File: config.mk
export PLATFORM = sky130hd
export DESIGN_NAME = decoder3x8_seq_flat
export DESIGN_NICKNAME = d
export VERILOG_FILES = /design/src/rtl/decoder3x8_seq_pkg.sv /design/src/rtl/decoder3x8_seq_if.sv /design/src/rtl/decoder3x8_seq_sync_fifo.sv /design/src/rtl/decoder3x8_seq.sv /design/src/flat_wrapper.sv
export SDC_FILE = /design/constraint.sdc
export NUM_CORES = 1
export LEC_CHECK = 0
export CAP_MARGIN = 30
export CORE_UTILIZATION = 52
export DETAILED_ROUTE_END_ITERATION = 16
export PLACE_DENSITY = 0.81
export SYNTH_ARGS = -nofsm -noshare
export SYNTH_HDL_FRONTEND = slang
export SYNTH_SLANG_ARGS = --single-unit
File: constraint.sdc
create_clock -name clk -period 2.4 [get_ports clk]
set_input_delay 0.48 -clock clk [delete_from_list [all_inputs] [get_ports clk]]
set_output_delay 0.48 -clock clk [all_outputs]
set_load 0.05 [all_outputs]
File: src/rtl/decoder3x8_seq_pkg.sv
// Shared types and helpers for the 3-to-8 sequenced decoder and its FIFO.
package decoder_pkg;
  localparam int CODE_W   = 3;
  localparam int ONEHOT_W = 8;

  typedef enum logic {S_IDLE = 1'b0, S_HOLD = 1'b1} state_e;

  function automatic logic [ONEHOT_W-1:0] onehot(input logic [CODE_W-1:0] code);
    onehot = ONEHOT_W'(1) << code;
  endfunction
endpackage

File: src/rtl/decoder3x8_seq_if.sv
// Code stream in, one-hot word out, plus enable and FIFO occupancy.
interface decoder3x8_seq_if #(parameter int DEPTH = 4);
  import decoder_pkg::*;
  logic                   en;
  logic                   in_valid;
  logic [CODE_W-1:0]      in_code;
  logic                   in_ready;
  logic [ONEHOT_W-1:0]    out;
  logic                   out_valid;
  logic [$clog2(DEPTH):0] fifo_count;

  modport slave  (input en, in_valid, in_code, output in_ready, out, out_valid, fifo_count);
  modport master (output en, in_valid, in_code, input in_ready, out, out_valid, fifo_count);
endinterface

File: src/rtl/decoder3x8_seq_sync_fifo.sv
// Synchronous FIFO, power-of-two depth, sync active-high reset; full refuses push even on pop.
module sync_fifo #(
  parameter int WIDTH = 3,
  parameter int DEPTH = 4
) (
  input  logic                   clk,
  input  logic                   rst,
  input  logic                   push_i,
  input  logic                   pop_i,
  input  logic [WIDTH-1:0]       wdata_i,
  output logic [WIDTH-1:0]       rdata_o,
  output logic                   full_o,
  output logic                   empty_o,
  output logic [$clog2(DEPTH):0] count_o
);
  localparam int AW = $clog2(DEPTH);

  logic [WIDTH-1:0] mem_q [DEPTH];
  logic [AW-1:0]    wptr_q, rptr_q;
  logic [AW:0]      count_q;
  logic             do_push, do_pop;

  assign full_o  = (count_q == (AW+1)'(DEPTH));
  assign empty_o = (count_q == '0);
  assign do_push = push_i && !full_o;
  assign do_pop  = pop_i && !empty_o;
  assign rdata_o = mem_q[rptr_q];
  assign count_o = count_q;

  always_ff @(posedge clk) begin
    if (rst) begin
      wptr_q  <= '0;
      rptr_q  <= '0;
      count_q <= '0;
    end else begin
      if (do_push) wptr_q <= wptr_q + AW'(1);
      if (do_pop)  rptr_q <= rptr_q + AW'(1);
      case ({do_push, do_pop})
        2'b10:   count_q <= count_q + (AW+1)'(1);
        2'b01:   count_q <= count_q - (AW+1)'(1);
        default: count_q <= count_q;
      endcase
    end
  end

  // Storage needs no reset; pointers alone define what is valid.
  always_ff @(posedge clk) begin
    if (do_push && !rst) mem_q[wptr_q] <= wdata_i;
  end
endmodule

File: src/rtl/decoder3x8_seq.sv
// Buffers 3-bit codes and replays each as a one-hot word held HOLD cycles.
// Optional TRISTATE_OUT_EN: out floats instead of reading zero while en=0.
module decoder3x8_seq
  import decoder_pkg::*;
#(
  parameter int DEPTH = 4,
  parameter int HOLD  = 1
) (
  input logic              clk,
  input logic              rst,
  decoder3x8_seq_if.slave  bus
);
  localparam int CW = $clog2(HOLD + 1);

  state_e              state_q, state_d;
  logic [CW-1:0]       cnt_q, cnt_d;
  logic [ONEHOT_W-1:0] word_q, word_d;
  logic                pop;
  logic                fifo_full, fifo_empty;
  logic [CODE_W-1:0]   head;

  sync_fifo #(.WIDTH(CODE_W), .DEPTH(DEPTH)) u_fifo (
    .clk     (clk),
    .rst     (rst),
    .push_i  (bus.in_valid),
    .pop_i   (pop),
    .wdata_i (bus.in_code),
    .rdata_o (head),
    .full_o  (fifo_full),
    .empty_o (fifo_empty),
    .count_o (bus.fifo_count)
  );

  assign bus.in_ready = !fifo_full;

  always_ff @(posedge clk) begin
    if (rst) begin
      state_q <= S_IDLE;
      cnt_q   <= '0;
      word_q  <= '0;
    end else begin
      state_q <= state_d;
      cnt_q   <= cnt_d;
      word_q  <= word_d;
    end
  end

  // en=0 leaves every default in place, freezing state, count and FIFO.
  always_comb begin
    state_d = state_q;
    cnt_d   = cnt_q;
    word_d  = word_q;
    pop     = 1'b0;
    if (bus.en) begin
      case (state_q)
        S_IDLE: begin
          if (!fifo_empty) begin
            pop     = 1'b1;
            word_d  = onehot(head);
            cnt_d   = CW'(HOLD - 1);
            state_d = S_HOLD;
          end else begin
            word_d  = '0;
          end
        end
        S_HOLD: begin
          if (cnt_q != '0) begin
            cnt_d = cnt_q - CW'(1);
          end else if (!fifo_empty) begin
            pop    = 1'b1;
            word_d = onehot(head);
            cnt_d  = CW'(HOLD - 1);
          end else begin
            word_d  = '0;
            state_d = S_IDLE;
          end
        end
        default: state_d = S_IDLE;
      endcase
    end
  end

  assign bus.out_valid = bus.en && (state_q == S_HOLD);

`ifdef TRISTATE_OUT_EN
  assign bus.out = !bus.en ? {ONEHOT_W{1'bz}} : (bus.out_valid ? word_q : '0);
`else
  assign bus.out = bus.out_valid ? word_q : '0;
`endif
endmodule

File: src/flat_wrapper.sv
// flat-port wrapper written by rule: the top's interface ports become plain ports
module decoder3x8_seq_flat import decoder_pkg::*;
#(
  parameter int DEPTH = 4,
  parameter int HOLD  = 1
)
  (clk, rst, bus_en, bus_in_valid, bus_in_code, bus_in_ready, bus_out, bus_out_valid, bus_fifo_count);
  decoder3x8_seq_if #(.DEPTH(DEPTH)) bus_i ();
  input logic clk;
  input logic rst;
  input wire logic [$bits(bus_i.en)-1:0] bus_en;
  input wire logic [$bits(bus_i.in_valid)-1:0] bus_in_valid;
  input wire logic [$bits(bus_i.in_code)-1:0] bus_in_code;
  output wire logic [$bits(bus_i.in_ready)-1:0] bus_in_ready;
  output wire logic [$bits(bus_i.out)-1:0] bus_out;
  output wire logic [$bits(bus_i.out_valid)-1:0] bus_out_valid;
  output wire logic [$bits(bus_i.fifo_count)-1:0] bus_fifo_count;
  assign bus_i.en = bus_en;
  assign bus_i.in_valid = bus_in_valid;
  assign bus_i.in_code = bus_in_code;
  assign bus_in_ready = bus_i.in_ready;
  assign bus_out = bus_i.out;
  assign bus_out_valid = bus_i.out_valid;
  assign bus_fifo_count = bus_i.fifo_count;
  decoder3x8_seq #(.DEPTH(DEPTH), .HOLD(HOLD)) u_core (.clk(clk), .rst(rst), .bus(bus_i));
endmodule
== Word-level counts from Yosys, hierarchy flattened ==
Memory sizes are Yosys's and may differ from the RTL's. A register that Yosys moved wholly into a read port is not among the register bits.
Cells that the tools add are included.

* Register bits after elaboration: 17
* RAM bits: 12
* Bits of input ports: 7
* Logic and storage cells: 48
* Memories kept: 1

* Add/subtract/negate cells: 5
* Eq/ne operators: 5
* Shift-type cells: 1
* Muxes and demuxes: 18
* Bitwise gates (word level): 1
* Reductions and logical operators: 11

{| class="wikitable"
|+ Memory list
! memory !! depth !! bits a word !! read ports !! clocked after Yosys merged registers in !! wr ports !! RTL line !! source
|-
| u_core.u_fifo.mem_q || 4 || 3 || 1 || 1 || 1 || decoder3x8_seq_sync_fifo.sv:18 || <nowiki>logic [WIDTH-1:0] mem_q [DEPTH];</nowiki>
|}

{| class="wikitable"
|+ Operator list
! operator !! number
|-
| $mux 8 || 3
|-
| $pmux 8 s2 || 1
|-
| $mux 1 || 8
|-
| $shl 1x3->8 const A || 1
|-
| $pmux 1 s2 || 3
|-
| $pmux 3 s2 || 1
|-
| $add 2x1->2 const B || 2
|-
| $logic_and 1x1->1 || 4
|-
| $mux 2 || 2
|-
| $ne 2x2->1 const B || 2
|-
| $reduce_and 2->1 || 2
|-
| $add 3x1->3 const B || 1
|-
| $eq 3x3->1 const B || 1
|-
| $logic_not 1->1 || 3
|-
| $logic_not 3->1 || 1
|-
| $sub 3x1->3 const B || 1
|-
| $eq 2x1->1 const B || 1
|-
| $eq 2x2->1 const B || 1
|-
| $reduce_bool 2->1 || 1
|-
| $not 1->1 || 1
|-
| $sub 1x1->1 const B || 1
|}

== Depth between registers and ports, before layout ==
* Depth in word-level cells: 8
* Mapped depth: 9
* Gate-level depth less buffers: 9

== Cells and area by module ==
A second synthesis with hierarchy kept.

* Cell total of the unflattened synthesis: 116
* Area, all modules: 1,337.5 um^2

{| class="wikitable"
|+ By module, submodules not included
! module !! times used !! cells each !! area an instance (um^2) !! seq. area each (um^2)
|-
| sync_fifo || 1 || 69 || 918.4 || 540.5
|-
| decoder3x8_seq || 1 || 47 || 419.2 || 180.2
|}

== Least setup slack after synthesis ==
OpenSTA, ideal clock, no wires.

* Path type: register to register
* Start point: reg u_core.u_fifo.count_q[2] (netlist: u_core.u_fifo.count_o[2])
* End point: reg u_core.u_fifo.count_q[2] (netlist: u_core.u_fifo.count_o[2])
* Library setup time: 0.071 ns
* Arrival time: 2.712 ns
* Data required time: 2.329 ns
* Setup slack: -0.383 ns
* Stages on the path, launching flop included: 10
* Period minus slack after synthesis: 2.783 ns
* Cells stage by stage: dfxtp_1 > nor3b_1 > inv_1 > nand2_1 > ha_1 > inv_1 > fa_1 > xor2_1 > or3_1 > a21oi_1

{| class="wikitable"
|+ RTL lines
! what !! RTL line !! source
|-
| start, declared || decoder3x8_seq_sync_fifo.sv:20 || <nowiki>logic [AW:0] count_q;</nowiki>
|-
| start signal, assigned || decoder3x8_seq_sync_fifo.sv:39 || <nowiki>2'b10: count_q <= count_q + (AW+1)'(1);</nowiki>
|-
| start signal, assigned || decoder3x8_seq_sync_fifo.sv:40 || <nowiki>2'b01: count_q <= count_q - (AW+1)'(1);</nowiki>
|-
| start signal, assigned || decoder3x8_seq_sync_fifo.sv:41 || <nowiki>default: count_q <= count_q;</nowiki>
|-
| $eq 3x3->1 (*) || decoder3x8_seq_sync_fifo.sv:23 || <nowiki>assign full_o = (count_q == (AW+1)'(DEPTH));</nowiki>
|-
| $logic_not 1->1 (*) || -- ||
|-
| net bus_in_ready || flat_wrapper.sv:14 || <nowiki>output wire logic [$bits(bus_i.in_ready)-1:0] bus_in_ready;</nowiki>
|-
| $logic_and 1x1->1 (*) || decoder3x8_seq_sync_fifo.sv:25 || <nowiki>assign do_push = push_i && !full_o;</nowiki>
|-
| $eq 2x1->1 / $eq 2x2->1 (equally long branches) || decoder3x8_seq_sync_fifo.sv:38 || <nowiki>case ({do_push, do_pop})</nowiki>
|-
| $pmux 3 s2 / $reduce_bool 2->1 (equally long branches) || -- ||
|}

Mark *: on every way through the listed nets, which the timed path passes. The rest lies on a longest branch.
A chain may end at the register's enable or synchronous reset.

== Worst setup path after layout ==
* Start point: reg u_core.u_fifo.count_q[0] (netlist: u_core.u_fifo.count_o[0])
* End point: out bus_in_ready

* Word-level cells in the longest chain between the ends: 2

{| class="wikitable"
|+ RTL lines
! what !! RTL line !! source
|-
| $eq 3x3->1 || decoder3x8_seq_sync_fifo.sv:23 ||
|-
| $logic_not 1->1 || decoder3x8_seq.sv:34 || <nowiki>assign bus.in_ready = !fifo_full;</nowiki>
|-
| end, declared || flat_wrapper.sv:14 ||
|}

No other way between the ends.

==> impl_metrics.csv <==
group,metric,value,unit
cells_and_area,diodes,0,
clock_tree,cts-buffers-inserted,5,
die,rows,17,
yosys,synth_area_leaders,"dfxtp_1 (28%), edfxtp_1 (28%), mux4_2 (5.2%)",
clock_tree,hold_buffers,0,
worst_setup_path,cpPeakStageDelay,710,ps
clock_tree,clk_pin_slew_worst_paths,80,ps
drt,vias,866,
worst_hold_path,hold_path.class,"reg -> reg",
clock_tree,cts_root_buffer,"clkbuf_4",
drt,wl_per_cell,13.6,um
worst_setup_path,crit_required,1920,ps
clock_tree,cts_tree,"done",
drt,drtPass1Iterations,4,
yosys,ys.flop_type,"dfxtp_1",
grt,antenna_found_initial,0,
place,place_hpwl,1.71,mm
grt,grt_usage,0.196,
yosys,ys_seq_area_frac,0.560,
drt,via_per_inst,5.41,
worst_setup_path,cp_top_family,"buffers and inverters",
power,leakage,0.000661,uW
die,die-area,2680,um^2
timing,fin_ws,81.4,ps
power,irDropWorstVdd,1.02,mV
cells_and_area,final_area,1680,um^2
power,p_per_area,883,nW/um^2
timing,rsz0062_at_grt,"no",
timing,finalCritPeriodShare,0.966,
timing,worst_pin_slew,499,ps
yosys,ys_warn_count,0,
worst_setup_path,cp_num_buf_inv,2,
yosys,post-synth-top-area-cell,"dfxtp_1",
place,dp_cells,152,
yosys,yosysMostFrequentCell,"dfxtp_1",
cells_and_area,area_delta_synth_final,30.5,%
job,drv_cap,0,
yosys,netlist_area,1290,um^2
grt,grt_max_degree,13,
yosys,synth_nets,116,
timing,fin_worst_skew,6.13,ps
timing,maxClockFrequency,0.431,GHz
die,coreArea,2280,um^2
run_status,status,"finished clean",
worst_setup_path,cp_slowest_cell,"clkdlybuf4s50_1",
timing,period_needed,2320,ps
cells_and_area,post-route-util,0.738,
worst_setup_path,end_kind,"primary output",
die,die_w,51.8,um
die,die_h,51.8,um
cells_and_area,finalNetCount,144,
worst_setup_path,path_max_fanout,6,
clock_tree,cts_sinks,30,
yosys,synthCells,103,
worst_setup_path,start_kind,"flip-flop",
drt,postRouteWirelength,2.17,mm
clock_tree,h-tree-depth,2,
clock_tree,clock_latency,320,ps
yosys,ys_async_sr_fraction,0,
die,io_pins,20,
clock_tree,cts_max_path_buffers,2,
place,port_buffers,19,
place,pre_cts_slack,-54.0,ps
yosys,synth_common_cells,"dfxtp_1 (18), edfxtp_1 (12), inv_1 (9)",
worst_setup_path,crit_arrival,1840,ps
die,initial_core_util,0.566,
drt,postRouteAntennaNets,0,
timing,setup_viol,0,
worst_setup_path,rrSetupSlack,210,ps
yosys,synth.top_cell.area_share,0.280,
cells_and_area,drive_above_1_share,0.227,
grt,grt_pass1_vias,830,
place,placed_cell_area,1630,um^2
worst_setup_path,path_cells,"nor3b_2 > inv_2 > clkdlybuf4s50_1",
grt,grt_pass1_wl,3.63,mm
place,place.gp.congestion,0.689,
timing,hold_viol_final,0,
grt,gr-total-overflow,0,
worst_setup_path,setup.worst_path.class,"reg -> out",
yosys,synth-edff-count,12,
yosys,ys_types,27,
timing,max_slew_margin,0.666,
clock_tree,post-cts-setup-buffers,0,
drt,drtIter0Drc,18,
drt,drc,0,
timing,slew_violations,0,
clock_tree,ctsResizeCount,0,
cells_and_area,instances_no_fill,160,
yosys,synth_seq_cells,30,
yosys,syn_avg_cell_area,12.5,um^2
layout by cell type (no fill, tap or decap):
| cell | Yosys | routed |
|---|---|---|
| clkbuf_4 | 0 | 5 |
| fa_1 | 1 | 1 |
| nor2b_4 | 1 | 1 |
| nor2_1 | 8 | 8 |
| a21oi_1 | 5 | 5 |
| o31ai_4 | 1 | 1 |
| o311ai_0 | 1 | 1 |
| ha_1 | 5 | 5 |
| clkinv_1 | 0 | 3 |
| nand2b_1 | 1 | 1 |
| nor3_1 | 1 | 1 |
| inv_2 | 0 | 1 |
| a22o_2 | 2 | 2 |
| buf_12 | 0 | 9 |
| dfxtp_1 | 18 | 17 |
| xor2_1 | 4 | 4 |
| a22o_1 | 2 | 2 |
| a32o_1 | 4 | 4 |
| mux4_2 | 3 | 3 |
| o21ai_0 | 3 | 3 |
| edfxtp_1 | 12 | 12 |
| nand3_1 | 2 | 2 |
| inv_1 | 9 | 8 |
| nor3b_4 | 1 | 1 |
| clkdlybuf4s50_1 | 0 | 10 |
| nand2_1 | 1 | 1 |
| nor3b_2 | 0 | 1 |
| dfxtp_2 | 0 | 1 |
| and2_1 | 5 | 5 |
| nor3_2 | 1 | 1 |
| buf_4 | 0 | 4 |
| and3_1 | 8 | 8 |
| or3_1 | 1 | 1 |
cell type report:
class                           count  area [um^2]
Fill cell                         155          596
Multi-Input combinational cell     62          531
Clock inverter                      3         11.3
Tap cell                           28         35.0
Sequential cell                    30          722
Timing Repair Buffer               23          310
Clock buffer                        5         37.5
Inverter                            9         33.8
final timing paths:
kind,start,endpoint,depth (start not counted)
max,u_core.u_fifo.count_o[0]$_SDFFE_PP0P_,bus_in_ready,3
min,u_core.word_q[7]$_SDFFE_PP0P_,u_core.word_q[7]$_SDFFE_PP0P_,1
max reg2reg,u_core.u_fifo.count_o[0]$_SDFFE_PP0P_,u_core.u_fifo.count_o[2]$_SDFFE_PP0P_,9
min reg2reg,u_core.word_q[7]$_SDFFE_PP0P_,u_core.word_q[7]$_SDFFE_PP0P_,1
cells by family (layout without fill, tap and decap cells):
| group | after synthesis | in the layout | synth area share |
|---|---|---|---|
| compound gates | 18 | 18 | 0.115 |
| xor+xnor | 4 | 4 | 0.0272 |
| fa+ha+maj | 6 | 6 | 0.0641 |
| buf+inv | 11 | 40 | 0.0321 |
| flops | 30 | 30 | 0.560 |
| mux | 3 | 3 | 0.0525 |
| simple gates | 31 | 31 | 0.150 |
power breakdown:
group          switching [uW]  leakage [uW]  internal [uW]  total, uW
clock network             159     0.0000277            104        263
logic                     300      0.000377            232        532
registers                85.7      0.000256            603        689
total                     545      0.000661            939       1480
routing by layer:
layer / up-vias / GRT usage / wire length, um
met1: 401 / 0.210 / 923
li1: 433 / - / -
met4: 0 / 0.122 / 51
met3: 6 / 0.0526 / 87
met5: - / 0 / 0
met2: 26 / 0.340 / 1110
state kept, by name, summed over array words and instances, names as in the netlist, named ones only:
name,count
u_core.state_q,1
u_core.word_q,8
u_core.u_fifo.mem_q,12
u_core.u_fifo.count_o,3
u_core.u_fifo.wptr_q,2
u_core.u_fifo.rptr_q,2
metrics by stage:
stage / total power (uW) / setup TNS [ps] / hold WS [ps]
2_1_floorplan: 1060 / 0 / 435
3_3_place_gp: 1200 / 0 / 446
3_5_place_dp: 1230 / -54.0 / 462
4_1_cts: 1500 / 0 / 482
5_1_grt: 1580 / 0 / 507
6_report: 1480 / 0 / 480
No activity file was read; power rests on OpenSTA's default activity.
